--- src/rtl/tone_pkg.sv ---
// Shared constants for the tone bank: note codes, base-divider table, default widths.
package tone_pkg;

  localparam int DIV_W_DEF = 16;

  typedef enum logic [3:0] {
    NOTE_C  = 4'd0,
    NOTE_CS = 4'd1,
    NOTE_D  = 4'd2,
    NOTE_DS = 4'd3,
    NOTE_E  = 4'd4,
    NOTE_F  = 4'd5,
    NOTE_FS = 4'd6,
    NOTE_G  = 4'd7,
    NOTE_GS = 4'd8,
    NOTE_A  = 4'd9,
    NOTE_AS = 4'd10,
    NOTE_B  = 4'd11
  } note_e;

  typedef enum logic [1:0] {
    ST_INIT,
    ST_IDLE,
    ST_S1,
    ST_S2
  } cmd_state_e;

  // Channel-select width; a single channel still needs one bit.
  function automatic int ch_w(int num_ch);
    return (num_ch > 1) ? $clog2(num_ch) : 1;
  endfunction

  // Octave-0 divider for each semitone, in 1 MHz clock cycles.
  function automatic logic [15:0] base_div(logic [3:0] note);
    case (note)
      NOTE_C:  return 16'd61162;
      NOTE_CS: return 16'd57729;
      NOTE_D:  return 16'd54489;
      NOTE_DS: return 16'd51430;
      NOTE_E:  return 16'd48544;
      NOTE_F:  return 16'd45819;
      NOTE_FS: return 16'd43248;
      NOTE_G:  return 16'd40820;
      NOTE_GS: return 16'd38529;
      NOTE_A:  return 16'd36367;
      NOTE_AS: return 16'd34326;
      NOTE_B:  return 16'd32399;
      default: return 16'd0;
    endcase
  endfunction

endpackage

--- src/rtl/tone_bank_if.sv ---
// Command port of the tone bank: valid/ready handshake plus the reject pulse.
interface tone_bank_if
  import tone_pkg::*;
#(
  parameter int NUM_CH = 4
) ();

  localparam int CH_W = ch_w(NUM_CH);

  logic            cmd_valid;
  logic            cmd_ready;
  logic [CH_W-1:0] cmd_ch;
  logic [3:0]      cmd_note;
  logic [3:0]      cmd_octave;
  logic            cmd_gate;
  logic            cmd_err;

  modport master (
    output cmd_valid, cmd_ch, cmd_note, cmd_octave, cmd_gate,
    input  cmd_ready, cmd_err
  );

  modport slave (
    input  cmd_valid, cmd_ch, cmd_note, cmd_octave, cmd_gate,
    output cmd_ready, cmd_err
  );

endinterface

--- src/rtl/tone_ch.sv ---
// One square-wave channel: period counter with an active and a pending divider.
module tone_ch
  import tone_pkg::*;
#(
  parameter int DIV_W = DIV_W_DEF
) (
  input  logic             clk,
  input  logic             rstn,
  input  logic             upd_valid,
  input  logic             upd_gate,
  input  logic [DIV_W-1:0] upd_div,
  output logic             tone_out
);

  logic             gate_q, gate_d;
  logic             tone_q, tone_d;
  logic [DIV_W-1:0] cnt_q, cnt_d;
  logic [DIV_W-1:0] act_q, act_d;
  logic [DIV_W-1:0] nxt_q, nxt_d;
  logic             wrap;

  assign wrap     = gate_q && (cnt_q == act_q - DIV_W'(1));
  assign tone_out = tone_q;

  always_comb begin
    gate_d = gate_q;
    cnt_d  = cnt_q;
    act_d  = act_q;
    nxt_d  = nxt_q;
    tone_d = 1'b0;

    // tone_q trails cnt_q by one cycle, so a fresh start rises the cycle after load.
    if (gate_q) begin
      tone_d = (cnt_q < (act_q >> 1));
      if (wrap) begin
        cnt_d = '0;
        act_d = nxt_q;
      end else begin
        cnt_d = cnt_q + DIV_W'(1);
      end
    end

    if (upd_valid) begin
      if (!upd_gate) begin
        gate_d = 1'b0;
        cnt_d  = '0;
        tone_d = 1'b0;
      end else if (!gate_q) begin
        gate_d = 1'b1;
        cnt_d  = '0;
        act_d  = upd_div;
        nxt_d  = upd_div;
        tone_d = 1'b0;
      end else begin
        // Running channel: newest request wins, even on the wrap edge itself.
        nxt_d = upd_div;
        if (wrap) act_d = upd_div;
      end
    end
  end

  always_ff @(posedge clk or negedge rstn) begin
    if (!rstn) begin
      gate_q <= 1'b0;
      tone_q <= 1'b0;
      cnt_q  <= '0;
      act_q  <= '0;
      nxt_q  <= '0;
    end else begin
      gate_q <= gate_d;
      tone_q <= tone_d;
      cnt_q  <= cnt_d;
      act_q  <= act_d;
      nxt_q  <= nxt_d;
    end
  end

endmodule

--- src/rtl/tone_bank.sv ---
// Multi-channel square-wave tone generator with a 2-stage command pipeline.
// Optional TONE_BANK_MIX_EN adds mix_out, a registered count of active tone outputs.
module tone_bank
  import tone_pkg::*;
#(
  parameter int NUM_CH  = 4,
  parameter int DIV_W   = DIV_W_DEF,
  parameter int OCT_MAX = 8
) (
  input  logic              clk,
  input  logic              rstn,
  tone_bank_if.slave        cmd,
  output logic [NUM_CH-1:0] tone_out
`ifdef TONE_BANK_MIX_EN
  ,
  output logic [$clog2(NUM_CH+1)-1:0] mix_out
`endif
);

  localparam int CH_W = ch_w(NUM_CH);

  cmd_state_e       state_q, state_d;
  logic             err_q, err_d;

  logic [CH_W-1:0]  s1_ch_q, s1_ch_d;
  logic [3:0]       s1_note_q, s1_note_d;
  logic [3:0]       s1_oct_q, s1_oct_d;
  logic             s1_gate_q, s1_gate_d;

  logic [CH_W-1:0]  s2_ch_q, s2_ch_d;
  logic [15:0]      s2_base_q, s2_base_d;
  logic [3:0]       s2_oct_q, s2_oct_d;
  logic             s2_gate_q, s2_gate_d;

  logic             accept;
  logic             bad_cmd;
  logic [3:0]       oct_eff;
  logic [DIV_W-1:0] div_shift;
  logic [DIV_W-1:0] div_s2;
  logic [NUM_CH-1:0] upd_vec;

  assign cmd.cmd_ready = (state_q == ST_IDLE);
  assign cmd.cmd_err   = err_q;
  assign accept        = cmd.cmd_valid && cmd.cmd_ready;
  assign bad_cmd       = (cmd.cmd_note > NOTE_B) || (32'(cmd.cmd_ch) >= NUM_CH);

  always_comb begin
    // NOTE: every signal written here gets a default first, so no latch is inferred.
    state_d   = state_q;
    err_d     = 1'b0;
    s1_ch_d   = s1_ch_q;
    s1_note_d = s1_note_q;
    s1_oct_d  = s1_oct_q;
    s1_gate_d = s1_gate_q;
    s2_ch_d   = s2_ch_q;
    s2_base_d = s2_base_q;
    s2_oct_d  = s2_oct_q;
    s2_gate_d = s2_gate_q;

    case (state_q)
      ST_INIT: state_d = ST_IDLE;
      ST_IDLE: begin
        if (accept) begin
          // A rejected command completes the handshake but never enters the pipe.
          if (bad_cmd) begin
            err_d = 1'b1;
          end else begin
            state_d   = ST_S1;
            s1_ch_d   = cmd.cmd_ch;
            s1_note_d = cmd.cmd_note;
            s1_oct_d  = cmd.cmd_octave;
            s1_gate_d = cmd.cmd_gate;
          end
        end
      end
      ST_S1: begin
        state_d   = ST_S2;
        s2_ch_d   = s1_ch_q;
        s2_base_d = base_div(s1_note_q);
        s2_oct_d  = s1_oct_q;
        s2_gate_d = s1_gate_q;
      end
      ST_S2:   state_d = ST_IDLE;
      default: state_d = ST_INIT;
    endcase
  end

  // S2: octave shift with saturation, then clamp so a channel never divides below 2.
  always_comb begin
    oct_eff   = (32'(s2_oct_q) > OCT_MAX) ? 4'(OCT_MAX) : s2_oct_q;
    div_shift = DIV_W'(s2_base_q) >> oct_eff;
    div_s2    = (div_shift < DIV_W'(2)) ? DIV_W'(2) : div_shift;
  end

  always_ff @(posedge clk or negedge rstn) begin
    if (!rstn) begin
      state_q   <= ST_INIT;
      err_q     <= 1'b0;
      s1_ch_q   <= '0;
      s1_note_q <= '0;
      s1_oct_q  <= '0;
      s1_gate_q <= 1'b0;
      s2_ch_q   <= '0;
      s2_base_q <= '0;
      s2_oct_q  <= '0;
      s2_gate_q <= 1'b0;
    end else begin
      // NOTE: non-blocking assignments so every flop samples pre-edge values.
      state_q   <= state_d;
      err_q     <= err_d;
      s1_ch_q   <= s1_ch_d;
      s1_note_q <= s1_note_d;
      s1_oct_q  <= s1_oct_d;
      s1_gate_q <= s1_gate_d;
      s2_ch_q   <= s2_ch_d;
      s2_base_q <= s2_base_d;
      s2_oct_q  <= s2_oct_d;
      s2_gate_q <= s2_gate_d;
    end
  end

  for (genvar i = 0; i < NUM_CH; i++) begin : g_ch
    assign upd_vec[i] = (state_q == ST_S2) && (s2_ch_q == CH_W'(i));

    tone_ch #(
      .DIV_W (DIV_W)
    ) u_ch (
      .clk       (clk),
      .rstn      (rstn),
      .upd_valid (upd_vec[i]),
      .upd_gate  (s2_gate_q),
      .upd_div   (div_s2),
      .tone_out  (tone_out[i])
    );
  end

`ifdef TONE_BANK_MIX_EN
  localparam int MIX_W = $clog2(NUM_CH + 1);

  logic [MIX_W-1:0] mix_q, mix_d;

  always_comb begin
    mix_d = '0;
    for (int i = 0; i < NUM_CH; i++) begin
      mix_d = mix_d + MIX_W'(tone_out[i]);
    end
  end

  always_ff @(posedge clk or negedge rstn) begin
    if (!rstn) mix_q <= '0;
    else       mix_q <= mix_d;
  end

  assign mix_out = mix_q;
`endif

endmodule

--- src/flat_wrapper.sv ---
// flat-port wrapper written by rule: the top's interface ports become plain ports
module tone_bank_flat import tone_pkg::*;
#(
  parameter int NUM_CH  = 4,
  parameter int DIV_W   = DIV_W_DEF,
  parameter int OCT_MAX = 8
)
  (clk, rstn, tone_out, cmd_cmd_valid, cmd_cmd_ch, cmd_cmd_note, cmd_cmd_octave, cmd_cmd_gate, cmd_cmd_ready, cmd_cmd_err);
  tone_bank_if #(.NUM_CH(NUM_CH)) cmd_i ();
  input  logic clk;
  input  logic rstn;
  output logic [NUM_CH-1:0] tone_out;
  input wire logic [$bits(cmd_i.cmd_valid)-1:0] cmd_cmd_valid;
  input wire logic [$bits(cmd_i.cmd_ch)-1:0] cmd_cmd_ch;
  input wire logic [$bits(cmd_i.cmd_note)-1:0] cmd_cmd_note;
  input wire logic [$bits(cmd_i.cmd_octave)-1:0] cmd_cmd_octave;
  input wire logic [$bits(cmd_i.cmd_gate)-1:0] cmd_cmd_gate;
  output wire logic [$bits(cmd_i.cmd_ready)-1:0] cmd_cmd_ready;
  output wire logic [$bits(cmd_i.cmd_err)-1:0] cmd_cmd_err;
  assign cmd_i.cmd_valid = cmd_cmd_valid;
  assign cmd_i.cmd_ch = cmd_cmd_ch;
  assign cmd_i.cmd_note = cmd_cmd_note;
  assign cmd_i.cmd_octave = cmd_cmd_octave;
  assign cmd_i.cmd_gate = cmd_cmd_gate;
  assign cmd_cmd_ready = cmd_i.cmd_ready;
  assign cmd_cmd_err = cmd_i.cmd_err;
  tone_bank #(.NUM_CH(NUM_CH), .DIV_W(DIV_W), .OCT_MAX(OCT_MAX)) u_core (.clk(clk), .rstn(rstn), .cmd(cmd_i), .tone_out(tone_out));
endmodule
--- config.mk ---
export PLATFORM = sky130hd
export DESIGN_NAME = tone_bank_flat
export DESIGN_NICKNAME = d
export VERILOG_FILES = /design/src/rtl/tone_pkg.sv /design/src/rtl/tone_bank_if.sv /design/src/rtl/tone_ch.sv /design/src/rtl/tone_bank.sv /design/src/flat_wrapper.sv
export SDC_FILE = /design/constraint.sdc
export NUM_CORES = 1
export LEC_CHECK = 0
export ABC_AREA = 1
export CAP_MARGIN = 20
export CORE_MARGIN = 4
export CORE_UTILIZATION = 45
export DETAILED_ROUTE_END_ITERATION = 16
export GPL_ROUTABILITY_DRIVEN = 0
export PLACE_DENSITY = 0.6
export SLEW_MARGIN = 15
export SYNTH_ARGS = -nofsm -noshare
export SYNTH_HDL_FRONTEND = slang
export SYNTH_SLANG_ARGS = --single-unit
--- constraint.sdc ---
create_clock -name clk -period 2.45 [get_ports clk]
set_clock_uncertainty 0.2 [all_clocks]
set_input_delay 0.49 -clock clk [delete_from_list [all_inputs] [get_ports clk]]
set_output_delay 0.49 -clock clk [all_outputs]
set_load 0.01 [all_outputs]
Word-level counts from Yosys, hierarchy flattened
Memory sizes are Yosys's and may differ from the RTL's. A register that Yosys moved wholly into a read port is not among the register bits.
Cells that the tools add are included.
W data, S select, Z words.
{"block": "totals", "rom_bits": 256, "inputBits": 14, "ff_bits": 221, "output_inout_bits": 6, "elab_cells": 147, "memories": 1}
{"memory": "(name not given)", "words": 16, "width": 16, "read_ports": 1, "rd_ports_with_merged_regs": 1, "write_ports": 0, "line": "tone_pkg.sv:35", "text": "case (note)"}
{"block": "op_classes", "order_cmp": 7, "bitwise_logic": 1, "eq_ne": 12, "n_reduce_logical": 19, "add_sub_neg": 8, "n_mux": 69, "shift": 1}
{"op": "$mux W16", "count": 45}
{"op": "$add A16 B1 Y16 const B", "count": 4}
{"op": "$eq A16 B16 Y1", "count": 4}
{"op": "$lt A16 B15 Y1", "count": 4}
{"op": "$sub A16 B1 Y16 const B", "count": 4}
{"op": "$mux W1", "count": 20}
{"op": "$lt A16 B2 Y1 const B", "count": 1}
{"op": "$shr A16 B4 Y16", "count": 1}
{"op": "$reduce_and A2 Y1", "count": 5}
{"op": "$logic_and A1 B1 Y1", "count": 9}
{"op": "$eq A2 B2 Y1 const B", "count": 4}
{"op": "$gt A4 B4 Y1 const B", "count": 2}
{"op": "$pmux W2 S3", "count": 1}
{"op": "$eq A2 B1 Y1 const B", "count": 2}
{"op": "$logic_not A2 Y1", "count": 2}
{"op": "$mux W2", "count": 2}
{"op": "$mux W4", "count": 1}
{"op": "$ne A2 B2 Y1 const B", "count": 2}
{"op": "$reduce_and A3 Y1", "count": 1}
{"op": "$reduce_or A2 Y1", "count": 1}
{"op": "$logic_not A1 Y1", "count": 1}
{"op": "$not A1 Y1", "count": 1}

Longest topological paths before layout
{"block": "depth", "word_depth": 9, "depth_mapped": 18, "depth_no_buf": 17}

By module
Synthesis repeated with hierarchy kept, for this count alone.
{"block": "unflattened", "cells_unflattened": 2707, "area_unflattened_um2": 18278.8}
{"module": "tone_ch at u_core.g_ch[0].u_ch ...", "area_each_um2": 3935.0, "cells_per_inst": 595, "seq_area_each_um2": 1251.2, "instances": 3}
{"module": "tone_ch at u_core.g_ch[3].u_ch", "area_each_um2": 3946.3, "cells_per_inst": 583, "seq_area_each_um2": 1251.2, "instances": 1}
{"module": "tone_bank", "area_each_um2": 2527.4, "cells_per_inst": 339, "seq_area_each_um2": 925.9, "instances": 1}

Worst setup path before layout
Ideal clock, no wire load.
{"block": "synth_path", "kind": "register to register", "from": "register u_core.g_ch[1].u_ch.act_q[0]", "to": "register u_core.g_ch[1].u_ch.cnt_q[10]", "setup_slack_ns": 0.105, "t_arrival_ns": 2.032, "stages_incl_launch_ff": 16, "required_ns": 2.137, "n_path_buf": 1, "period_less_slack_ns": 2.345, "setup_time_ns": 0.113, "cell_sequence": "dfrtp_1 > inv_1 > ha_1 > nand3_4 > nor2_2 > nand2_1 > nand2_1 > nand2_1 > nand3b_1 > nor2_8 > nand3_4 > nand2_2 > inv_2 > buf_6 > nand3b_2 > inv_2"}
{"block": "synth_between", "elab_chain_len": 8}
{"item": "start, declared", "line": "tone_ch.sv:18", "text": "logic [DIV_W-1:0] act_q, act_d;"}
{"item": "start signal, assigned", "line": "tone_ch.sv:73", "text": "act_q <= act_d;"}
{"item": "$sub A16 B1 Y16 *", "line": "tone_ch.sv:22", "text": "assign wrap = gate_q && (cnt_q == act_q - DIV_W'(1));"}
{"item": "$eq A16 B16 Y1 *", "line": "tone_ch.sv:22"}
{"item": "$logic_and A1 B1 Y1 *", "line": "tone_ch.sv:22"}
{"item": "$mux W16 *", "line": "tone_ch.sv:35", "text": "if (wrap) begin"}
{"item": "$mux W16 *", "line": "tone_ch.sv:33", "text": "if (gate_q) begin"}
{"item": "$mux W16", "line": "tone_ch.sv:48", "text": "end else if (!gate_q) begin"}
{"item": "$mux W16", "line": "tone_ch.sv:44", "text": "if (!upd_gate) begin"}
{"item": "$mux W16 *", "line": "tone_ch.sv:43", "text": "if (upd_valid) begin"}
{"item": "net u_core.g_ch[1].u_ch.cnt_d[10]", "line": "tone_ch.sv:17", "text": "logic [DIV_W-1:0] cnt_q, cnt_d;"}
{"item": "end signal, assigned", "line": "tone_ch.sv:72", "text": "cnt_q <= cnt_d;"}
{"item": "end, declared", "line": "tone_ch.sv:17"}
The timed path passes the listed nets; every way through them passes the cells marked *.
A chain may end at the register's enable or synchronous reset.

Final worst setup path
{"block": "layout_path", "from": "register u_core.g_ch[2].u_ch.act_q[5]", "to": "register u_core.g_ch[2].u_ch.act_q[14]"}
{"block": "layout_between", "elab_chain_len": 9}
{"item": "start, declared", "line": "tone_ch.sv:18"}
{"item": "start signal, assigned", "line": "tone_ch.sv:73"}
{"item": "$sub A16 B1 Y16 *", "line": "tone_ch.sv:22"}
{"item": "$eq A16 B16 Y1 *", "line": "tone_ch.sv:22"}
{"item": "$logic_and A1 B1 Y1 *", "line": "tone_ch.sv:22"}
{"item": "$mux W16", "line": "tone_ch.sv:35"}
{"item": "$mux W16", "line": "tone_ch.sv:33"}
{"item": "$mux W16", "line": "tone_ch.sv:57", "text": "if (wrap) act_d = upd_div;"}
{"item": "$mux W16", "line": "tone_ch.sv:48"}
{"item": "$mux W16", "line": "tone_ch.sv:44"}
{"item": "$mux W16 *", "line": "tone_ch.sv:43"}
{"item": "net u_core.g_ch[2].u_ch.act_d[14]", "line": "tone_ch.sv:18"}
Marked as above.

==> results.cfg <==
[sta]
timing.final.crit_period_ns = 2.514
timing.max_slew.rel_slack = 0.6681
min_period_over_period = 1.026
final_critical_path_setup_slack_ns = -0.06412
fmaxAchievable_mhz = 397.8
report.final.setup_viol = 30
final_max_slew_viol_count = 0
rsz0062_at_grt = true
timing.final.hold_violations = 0
tightestPinTransition_ns = 0.4978

[synth]
netlist.area_leader.share = 0.3442
syn_nets = 2568
synth-edff-count = 0
synthesis.instances = 2481
yosysWarnings = 0
synth_area_leader_cell = dfrtp_1
synth_area_per_cell_sq_um = 6.944
synth_seq_area_share = 0.3442
synth.ff_latch_count = 237
synthesis.area_sq_um = 17230
yosys_most_used_dff = dfrtp_1
postSynth.asyncResetShare = 1.000
post_synth_num_cell_types = 60
synth_top_cells_by_area = dfrtp_1, nand2_1, inv_1, nand3_1, ha_1

[setup_path]
worstSetupPathType = reg -> reg
r2r_start = u_core.g_ch[2].u_ch.act_q[5]
worstPathArrival_ns = 2.78
worst-r2r-cell-count = 15
rrSetupSlack_ns = -0.06
cp_data_required_time_ns = 2.71
crit_path_max_fanout = 6
rr_endpoint = u_core.g_ch[2].u_ch.act_q[14]
startpoint_type_of_the_worst_setup_path = register
end_kind = register

[final_layout]
layout-drive-gt1-share = 0.2421
post_layout_nonfiller_instances = 3204
multi_input_comb_area_sq_um = 10600
n_fill_cell = 3439
area_of_all_placed_cells_without_fillers_sq_um = 21790
layout-area-overhead-vs-synth_pct = 26.48
nNetsFinal = 2757
layout.area.seq_sq_um = 5958
antenna-diode-count = 0

[clock_network]
clockBufferDepth = 3
cts.sinks = 237
clock_tree.root_cell = clkbuf_16
tritoncts = yes
clock_pin_transition_on_the_worst_setup_and_hold_timing_paths_ns = 0.06
deepest_level_of_the_cts_h_tree = 1
numCtsBuffers = 29
clock_insertion_delay_worst_skew_ns = 0.57

[placement]
dp_hpwl_mm = 36.27
dpl_worst_slack_ns = -0.1628
placed_cells = 3112
port-buffer-count = 19
postPlaceCellArea_sq_um = 19130

[floorplanning]
width_of_the_die_um = 203.7
pin_count = 20
die_height_um = 203.7
placeableCoreArea_sq_um = 37760
initial_core_util = 0.4563
die_area_sq_um = 41480
rows = 71

[routing]
dr_total_vias = 16860
routed_via_density = 5.261
total_routed_length_mm = 50.74
drt_first_pass_iters = 5
drt-wirelength-per-cell_um = 15.84
route.antenna.remaining_nets = 0
drt_first_iter_violations = 957
remaining_drc_errors = 0

[global_routing]
grt_max_degree = 57
grt_antenna_before_repair = 0
gr-total-overflow = 0
number_of_global_route_vias_before_repair = 16140
global_route.usage.total = 0.2369
global_route_wire_length_before_repair_mm = 81.84

[min_path]
hold_path_class = in -> async

[power_and_ir_drop]
total_power_divided_by_cell_area_nw_per_um2 = 1309
total_leakage_power_nw = 11.28
peakVddDrop_mv = 0.7501

[outcome]
outcome = complete, but fails checks
failed_checks = negative setup slack

[run]
total_of_max_cap_violations = 0
==> placed cells by master (no fill, tap or decap), types with 7 or more instances in the layout <==
cell,Yosys,final
a21oi_1,58,57
buf_12,0,15
buf_4,12,167
buf_6,12,27
clkbuf_16,0,34
clkdlybuf4s50_1,0,17
dfrtp_1,237,215
dfrtp_2,0,22
ha_1,73,69
inv_1,321,304
inv_2,32,45
mux2_2,7,7
nand2_1,718,627
nand2_2,17,75
nand2_4,2,31
nand3_1,233,201
nand3_2,13,39
nand3_4,4,12
nand3b_1,18,18
nand4_1,58,58
nor2_1,240,190
nor2_2,24,54
nor2_4,14,34
nor3_1,26,25
o211ai_1,10,10
o21a_1,32,32
o21ai_0,94,67
o21ai_1,21,35
o21ai_2,1,12
or2_2,8,8
xnor2_1,39,33
xor2_1,37,37
==> repair_timing <==
action | CTS | global route
setup endpoints to repair | 97 | 129
endpoints found under the hold margin | 43 | 0
setup buffers | 6 | 25
pin swaps | 11 | 129
resized for setup | 40 | 350
hold buffers | 1 | 0
cloned | 1 | 7
==> power by group <==
part	total (W)	switching (W)	leakage [nW]	internal, W
Clock	0.00453	0.00178	0.493	0.00275
Sequential	0.00720	0.00177	2.99	0.00543
Combinational	0.0168	0.00994	7.80	0.00686
==> layer usage <==
layer | global-route usage | part of all wire
met2 | 0.3872 | 0.46
met5 | 0 | 0
met1 | 0.3347 | 0.46
met4 | 0.06384 | 0.027
met3 | 0.02862 | 0.050
==> synth_stat cells, types with 17 or more instances <==
cell      count
a21oi_1      58
buf_2        25
clkbuf_1     29
dfrtp_1     237
ha_1         73
inv_1       321
inv_2        32
nand2_1     718
nand2_2      17
nand3_1     233
nand3b_1     18
nand4_1      58
nor2_1      240
nor2_2       24
nor3_1       26
o21a_1       32
o21ai_0      94
o21ai_1      21
xnor2_1      39
xor2_1       37
==> flip-flops by register name (all words and copies together), names as in the netlist <==
register                   cells
u_core.state_q                 2
u_core.s2_gate_q               1
u_core.s1_ch_q                 2
u_core.g_ch.u_ch.tone_out      4
u_core.s1_gate_q               1
u_core.g_ch.u_ch.act_q        64
u_core.g_ch.u_ch.cnt_q        64
u_core.s1_note_q               4
u_core.s1_oct_q                4
u_core.cmd.cmd_err             1
u_core.s2_base_q              16
u_core.s2_oct_q                4
u_core.s2_ch_q                 2
u_core.g_ch.u_ch.nxt_q        64
u_core.g_ch.u_ch.gate_q        4
==> critical path: stages, from the launching register on <==
cell and delay [ns]:
dfrtp_2 0.48, nor2_4 0.14, nand2_1 0.09, nor2_4 0.20, buf_6 0.14, xor2_4 0.16, nand2_1 0.07, nor2_1 0.11
nand3_1 0.13, nor2_4 0.22, nor2_4 0.09, clkbuf_16 0.17, nand2_2 0.05, nand2_1 0.05, nand2_1 0.05, inv_1 0.04
==> through the flow <==
stage / total power [W] / setup TNS [ns] / util / hold WS [ns]
global route: 0.03084 / -11.27 / 0.5772 / 0.2693
CTS: 0.02639 / 0 / 0.5396 / 0.2348
global placement: 0.02105 / -2.934 / 0.5068 / 0.2435
finish: 0.02853 / -0.8518 / 0.5772 / 0.2247
floorplan: 0.01622 / 0 / - / -0.005591
detailed placement: 0.02132 / -6.618 / 0.5068 / 0.2423
==> worst max path at each step <==
stage                                 start                             to  slack (ns)  cells after the start
2_1_floorplan  u_core.g_ch[1].u_ch.act_q[0]  u_core.g_ch[1].u_ch.cnt_q[10]        0.11                     15
3_3_place_gp   u_core.g_ch[0].u_ch.act_q[0]  u_core.g_ch[0].u_ch.cnt_q[13]       -0.12                     12
3_5_place_dp   u_core.g_ch[0].u_ch.act_q[0]  u_core.g_ch[0].u_ch.cnt_q[13]       -0.16                     12
4_1_cts        u_core.g_ch[2].u_ch.act_q[0]   u_core.g_ch[2].u_ch.act_q[2]      0.0009                     17
5_1_grt        u_core.g_ch[0].u_ch.act_q[1]   u_core.g_ch[0].u_ch.act_q[6]       -0.21                     16
6_report       u_core.g_ch[2].u_ch.act_q[5]  u_core.g_ch[2].u_ch.act_q[14]       -0.06                     15
==> area by class of cell <==
type / count / area share
Tap cell: 511 / 0.02934
Clock buffer: 39 / 0.03732
Clock inverter: 15 / 0.008785
Multi-Input combinational cell: 1808 / 0.4865
Timing Repair Buffer: 236 / 0.1017
Inverter: 358 / 0.06293
Sequential cell: 237 / 0.2734
==> logic make-up after synthesis <==
group	synth area share
simple gates	0.3673
buf+inv	0.1055
compound gates	0.08446
flops	0.3442
xor+xnor	0.04089
fa+ha+maj	0.05301
mux	0.004575
Note: power is estimated with default switching activity, not from simulation.
==> patch (same settings) <==
Set the package constant `DIV_W_DEF` to 20 (it was 16).
--- a/src/rtl/tone_pkg.sv
+++ b/src/rtl/tone_pkg.sv
@@ -1,7 +1,7 @@
 // Shared constants for the tone bank: note codes, base-divider table, default widths.
 package tone_pkg;
 
-  localparam int DIV_W_DEF = 16;
+  localparam int DIV_W_DEF = 20;
 
   typedef enum logic [3:0] {
     NOTE_C  = 4'd0,
Behaviour: same outputs for any inputs over 4 cycles, from zero or initial values and one cycle with rstn low; that may be too few to reach the edited logic, so the function may still have changed.
==> patch against the original RTL <==
  * Power increased by 16%
  * Sequential share of layout area is 0.21 points lower
  * Cell area grew 14%
  * Maximum frequency is 4.3% lower
  * Synthesized cell count increased by 7.4%
  * Worst setup slack lost 0.11 ns
  * The flow still finishes with violations (negative setup slack)
  * Routed wire length up 15%
  * Worst hold slack improved by 0.052 ns
  * Synthesized area is 9.4% higher
  * Largest cell class unchanged
  * Sequential cell count rose by 32
==> patch: results (changes against the original RTL) <==
status = finished with violations
failing checks = negative setup slack
Net Sw Frac = 0.471 (-0.00167)
LEAKAGE = 12.4 nW (+9.8%)
Distinct cells, synth = 51 (-15%)
# fillers = 3765 (+9.5%)
fin nets = 3069 (+11%)
met1 usage = 0.348 (+0.0129)
setup violators final = 111 (+270%)
antenna violations before repair = 1 (+1)
Largest stage delay, worst path = 0.39 ns (-0.09 ns)
starting DRC count in detailed routing = 1373 (+43%)
Num CTS Buffers = 31 (+6.9%)
Data arrival, critical path = 2.91 ns (+0.13 ns)
Post-synth top cells = 638 x nand2_1, 324 x nor2_1, 316 x nand3_1
Post-DP Area = 0.0214 mm^2 (+12%)
global-route wire length before repair = 91.4 mm (+12%)
total global-route track usage = 0.245 (+0.00838)
post-CTS setup buffers = 14 (+8)
Top Metal Used = met5
Worst VDD drop = 918 uV (+22%)
PostCTS Resize Cnt = 110 (+180%)
highest-delay cell along the critical path = dfrtp_1
syn nets = 2766 (+7.7%)
worst hold path type = register to register
Detailed Place HPWL = 41.5 mm (+15%)
Cells after Synth = 2664 (+7.4%)
fin cells = 3524 (+10%)
final worst slack = -0.176 ns (-0.112 ns)
dpl cells = 3399 (+9.2%)
DR WL met2 = 27.4 mm (+17%)
met2 Use GR = 0.403 (+0.0155)
met3 WL = 2.96 mm (+17%)
detail-routed net length per standard cell = 16.6 um (+4.7%)
[patch: cell types whose count changed after synthesis, moves of 27 or more]
| cell | change |
|---|---|
| nand2_1 | -80 |
| xor2_1 | +27 |
| nor2_1 | +84 |
| nor3_1 | +34 |
| o211ai_1 | +35 |
| dfrtp_1 | +32 |
| nand3_1 | +83 |
[patch: worst max-delay path, delay by kind of cell (launching register included)]
| family | cells | cell delay [ns] |
|---|---|---|
| simple gates | 13 | 1.27 |
| buf+inv | 4 | 0.44 |
| flops | 1 | 0.39 |
| fa+ha+maj | 1 | 0.19 |
[patch: how the worst max path moves through the flow]
stage | slack, ns | startpoint | endpoint
finish | -0.18 | u_core.g_ch[1].u_ch.act_q[1]$_DFF_PN0_ | u_core.g_ch[1].u_ch.act_q[7]$_DFF_PN0_
global route | -0.30 | u_core.g_ch[1].u_ch.act_q[1]$_DFF_PN0_ | u_core.g_ch[1].u_ch.act_q[6]$_DFF_PN0_
CTS | -0.04 | u_core.g_ch[0].u_ch.cnt_q[0]$_DFF_PN0_ | u_core.g_ch[0].u_ch.cnt_q[18]$_DFF_PN0_
detailed placement | -0.31 | u_core.g_ch[1].u_ch.act_q[1]$_DFF_PN0_ | u_core.g_ch[1].u_ch.cnt_q[5]$_DFF_PN0_
global placement | -0.28 | u_core.g_ch[1].u_ch.act_q[0]$_DFF_PN0_ | u_core.g_ch[1].u_ch.cnt_q[5]$_DFF_PN0_
floorplan | 0.005 | u_core.g_ch[1].u_ch.act_q[0]$_DFF_PN0_ | u_core.g_ch[1].u_ch.act_q[9]$_DFF_PN0_
[patch: kinds of logic (layout without fill, tap and decap cells)]
kind of cell             count (synthesis)  after routing  share of synthesized area
adder cells (fa/ha/maj)                 88             88                     0.0584
flip-flops                             269            269                      0.357
XOR/XNOR                               102            102                     0.0481
AO/OA/AOI/OAI                          292            293                     0.0928
buffers and inverters                  412            737                     0.0893
multiplexers                             7              7                    0.00418
AND/OR/NAND/NOR                       1494           1496                      0.350
[patch: power groups by stage]
| stage | clock network, mW | logic (mW) | registers, mW |
|---|---|---|---|
| final | 5.10 | 20.7 | 7.38 |
| after global routing | 5.39 | 22.9 | 7.55 |
| after CTS | 5.20 | 18.0 | 7.19 |
| after detailed placement | 0 | 17.1 | 7.21 |
| after global placement | 0 | 16.8 | 7.18 |
| after floorplan | 0 | 11.0 | 6.78 |
[patch: area by class of cell]
type                            instances  share of cell area
Clock buffer                           43              0.0370
Clock inverter                         15             0.00879
Inverter                              329              0.0505
Multi-Input combinational cell       1986               0.479
Sequential cell                       269               0.271
Tap cell                              532              0.0267
Timing Repair Buffer                  350               0.127
